`src/rtl/slow_countdown.sv`:
```
// Prescaled 16-bit countdown timer with IDLE/RUN/DONE control.
// Q decrements once every 2^PRESCALE_BITS non-held RUN cycles.
module slow_countdown #(
    parameter int unsigned PRESCALE_BITS = 24
) (
    input  logic        CLK,
    input  logic        CLR,
    input  logic        LOAD,
    input  logic [15:0] D,
    input  logic        START,
    input  logic        HOLD,
    output logic [15:0] Q,
    output logic        BUSY,
    output logic        EXPIRED,
    output logic        DONE_P
);

    typedef enum logic [1:0] {
        IDLE,
        RUN,
        DONE
    } state_t;

    state_t                   state_q, state_d;
    logic [15:0]              q_q, q_d;
    logic [PRESCALE_BITS-1:0] pre_q, pre_d;
    logic                     done_p_d;
    logic                     tick;

    assign tick = (state_q == RUN) && !HOLD && (pre_q == '1);

    always_comb begin
        state_d  = state_q;
        q_d      = q_q;
        pre_d    = pre_q;
        done_p_d = 1'b0;
        case (state_q)
            IDLE: begin
                // LOAD has priority; START with a zero count is ignored.
                if (LOAD) begin
                    q_d   = D;
                    pre_d = '0;
                end else if (START && (q_q != '0)) begin
                    state_d = RUN;
                    pre_d   = '0;
                end
            end
            RUN: begin
                if (LOAD) begin
                    q_d     = D;
                    pre_d   = '0;
                    state_d = IDLE;
                end else if (!HOLD) begin
                    pre_d = pre_q + PRESCALE_BITS'(1);
                    if (tick) begin
                        if (q_q > 16'd1) begin
                            q_d = q_q - 16'd1;
                        end else begin
                            q_d      = '0;
                            state_d  = DONE;
                            done_p_d = 1'b1;
                        end
                    end
                end
            end
            DONE: begin
                if (LOAD) begin
                    q_d     = D;
                    pre_d   = '0;
                    state_d = IDLE;
                end
            end
            default: begin
                state_d = IDLE;
            end
        endcase
    end

    always_ff @(posedge CLK or posedge CLR) begin
        if (CLR) begin
            state_q <= IDLE;
            q_q     <= '0;
            pre_q   <= '0;
            BUSY    <= 1'b0;
            EXPIRED <= 1'b0;
            DONE_P  <= 1'b0;
        end else begin
            state_q <= state_d;
            q_q     <= q_d;
            pre_q   <= pre_d;
            BUSY    <= (state_d == RUN);
            EXPIRED <= (state_d == DONE);
            DONE_P  <= done_p_d;
        end
    end

    assign Q = q_q;

endmodule

```
`config.mk`:
```
export PLATFORM = sky130hd
export DESIGN_NAME = slow_countdown
export DESIGN_NICKNAME = d
export VERILOG_FILES = /design/src/rtl/slow_countdown.sv
export SDC_FILE = /design/constraint.sdc
export NUM_CORES = 1
export LEC_CHECK = 0
export ABC_AREA = 1
export CORE_ASPECT_RATIO = 1.1
export CORE_MARGIN = 2
export CORE_UTILIZATION = 45
export CTS_BUF_LIST = sky130_fd_sc_hd__clkbuf_8
export CTS_CLUSTER_SIZE = 28
export DETAILED_ROUTE_END_ITERATION = 8
export PLACE_DENSITY_LB_ADDON = 0.08
export REMOVE_ABC_BUFFERS = 1
export SLEW_MARGIN = 20
export SYNTH_ARGS = -nofsm -noshare
export SYNTH_HDL_FRONTEND = slang
export SYNTH_SLANG_ARGS = --single-unit
```
`constraint.sdc`:
```
create_clock -name CLK -period 2.8 [get_ports CLK]
set_input_delay 0.7 -clock CLK [delete_from_list [all_inputs] [get_ports CLK]]
set_output_delay 0.7 -clock CLK [all_outputs]
set_load 0.05 [all_outputs]
```
==> summary.txt <==
Synth
  – Mapped Area: approximately 3300 um2
  – Syn_area_per_cell: between 6 and 7 um2
  – Synth Instances: 493
  – Area leader, netlist: dfrtp_1
  – Area fraction of the dominant cell type after synthesis: 34.6%
  – Yosys Warn Count: 0
  – Register area share after synthesis: 34.6%
  – Synthesized flop and latch total: 45
  – Area contributors post-synth: dfrtp_1, nand2_1, nor2_1, inv_1, nand3_1
  – Synth unique cells: 31

STA
  – Setup Skew: 0.0110 ns
  – Relative slew slack: 64.2%
  – Final setup violation count: 0
  – Minimum clock period: 2.31 ns
  – Hold Violations, Final: 0
  – Slew Limit Fails: 0
  – Fin Hold WS: 0.519 ns
  – Setup_tns: 0 ns
  – Tcrit/Tclk final: 82.4%
  – FMAX: 433 MHz
  – Worst slew pin tran: 0.537 ns
  – RSZ-0062 raised after global routing: no

GRT
  – Initial antenna violation count: 0
  – Pin count of the biggest net entering global routing: 30
  – GRT Overall Usage: 21.4%
  – Vias in the first global route: 3003
  – First-pass GRT wire length: 13.8 mm
  – Gr ovfl total: 0

Worst setup path
  – RR Startpoint: Q[0]
  – Critical R2R Capture: Q[14]
  – Critical Path Fanout Max: 6
  – CP Launch Type: register
  – CP Data Required Time: 2.10 ns
  – Worst path cell trace: clkdlybuf4s50_1
  – CP Capture Type: primary output
  – Slowest-stage cell, CP: clkdlybuf4s50_1
  – CP bufs+invs: 1
  – CP max stage delay: approximately 0.84 ns
  – FF-to-FF setup slack: 0.85 ns
  – Reg2reg path depth: 11
  – Critical path data arrival time: 1.61 ns
  – WS Path Type: reg -> out
  – Crit path max-delay family: buffers and inverters

Detailed routing
  – Antenna-violating nets left: 0
  – First DRT Iteration DRCs: ~140
  – Routed vias: 3137
  – Drt via density: 5.05
  – Drt drc: 0
  – Drt pass-1 iters: 4
  – WL/cell: 12.5 um
  – Routed wire length: 7.76 mm

Placed design
  – GP Congestion: between 0.8 and 0.9
  – Post-DP HPWL: approximately 5.9 mm
  – Placed Area: 3720 um2
  – PortBufs: 39

Clocking
  – TritonCTS Buffers: 5
  – CTS-repair resized insts: 0
  – CTS Buffer Depth: 2
  – Hold_buf cts: 0
  – Setup bufs post-CTS: 0
  – CTS root buffer: clkbuf_8
  – CTS sink count: 45
  – CTS clk-pin slew, worst paths: 0.09 ns
  – Clk Latency, worst-skew pair: 0.30 ns
  – CTS tree: done
  – Max H-tree Level: 2

Cells and area
  – Total inserted antenna cells: 0
  – Final design area excluding fillers: 3810 um2
  – Final nets: 559
  – Share of layout cells above drive strength 1: 8.96%
  – P&R area growth vs syn: 17.3%
  – Commonest non-fill, non-tap cell in the layout: nand2_1
  – Most frequent cells in the layout: nand2_1, nor2_1, inv_1, dfrtp_1, clkdlybuf4s50_1

Floorplanning
  – Starting Density: 46.4%
  – Core Box Area: around 7000 um2
  – Horiz. Die Dim: 85.0 um
  – Die extent in y: between 90 and 100 um
  – Rows: 32
  – Die ar.: 7920 um2
  – Top-Level Pins: 40

Hold path
  – Hold EP: Q[1]
  – Hold path cells: 2
  – Min-delay worst type: reg -> reg
  – Hold Path Origin: Q[1]

Power
  – PD cells: 532 nW/um2
  – Max VDD drop: 0.353 mV
  – Leak: 1.83 nW

Run
  – Max-cap violations: 0

Run status
  – Status: complete, no violations
==> sequential cells by signal, indices dropped and copies added (netlist names) <==
signal   count
DONE_P       1
state_q      2
BUSY         1
EXPIRED      1
pre_q       24
Q           16
==> routing by layer <==
| metal | vias to the layer above | GRT usage [%] | part of all wire [%] |
|---|---|---|---|
| met5 | - | 0 | 0 |
| met3 | 10 | 3.09 | 3.7 |
| met2 | 60 | 39.2 | 52 |
| li1 | 1624 | - | - |
| met1 | 1443 | 25.5 | 43 |
| met4 | 0 | 6.75 | 1.4 |
==> layout make-up <==
type                       count  area [um2]
multi-input combinational    380        1820
clock buffer                   6        82.6
inverter                      57         219
fill                         684        3190
tap                           85         106
sequential                    45        1130
timing repair buffer          46         443
clock inverter                 2        13.8
==> through the flow <==
step	worst slack (ns)	power, W	utilization (%)	cells
after floorplan	0.688	0.00135	-	482
final	0.492	0.00203	54.4	621
after CTS	0.484	0.00206	54.4	621
after global routing	0.399	0.00216	54.4	621
after detailed placement	0.267	0.00161	53.0	613
after global placement	0.306	0.00161	53.0	613
==> cell usage after synthesis <==
cell / instances
a21oi_1: 2
a22oi_4: 1
and2_1: 1
buf_12: 1
buf_2: 3
buf_6: 3
clkbuf_1: 4
clkinv_4: 1
dfrtp_1: 45
ha_1: 3
inv_1: 54
inv_2: 2
nand2_1: 187
nand2_2: 7
nand2_4: 5
nand3_1: 34
nand3_2: 1
nand3b_1: 6
nand4_1: 14
nor2_1: 59
nor2_2: 3
nor2_4: 6
nor3_1: 6
o2111ai_1: 1
o21ai_0: 22
o21ai_1: 3
o21ai_2: 5
o21bai_1: 3
or2_2: 1
xnor2_1: 5
xor2_1: 5
==> how the worst max path moves through the flow <==
stage | startpoint | cells after the start | to | slack, ns
after floorplan | Q[0] | 12 | pre_q[18] | 0.69
after global placement | LOAD | 10 | pre_q[22] | 0.31
after detailed placement | LOAD | 10 | pre_q[21] | 0.27
after CTS | Q[8] | 1 | Q[8] | 0.48
after global routing | LOAD | 10 | pre_q[22] | 0.40
final | Q[11] | 1 | Q[11] | 0.49
==> kinds of logic after synthesis <==
group           count (synthesis)  synth area share [%]
xor+xnor                       10                  2.69
simple gates                  330                  45.1
flops                          45                  34.6
fa+ha+maj                       3                  1.15
buf+inv                        68                  9.31
compound gates                 37                  7.12
==> power breakdown <==
| part | internal, W | leakage [nW] | switching (W) |
|---|---|---|---|
| sequential | 0.000714 | 0.596 | 0.0000940 |
| clock | 0.000201 | 0.0512 | 0.000236 |
| combinational | 0.000264 | 1.19 | 0.000519 |
| total | 0.00118 | 1.83 | 0.000849 |
Note: power is estimated with default switching activity, not from simulation.
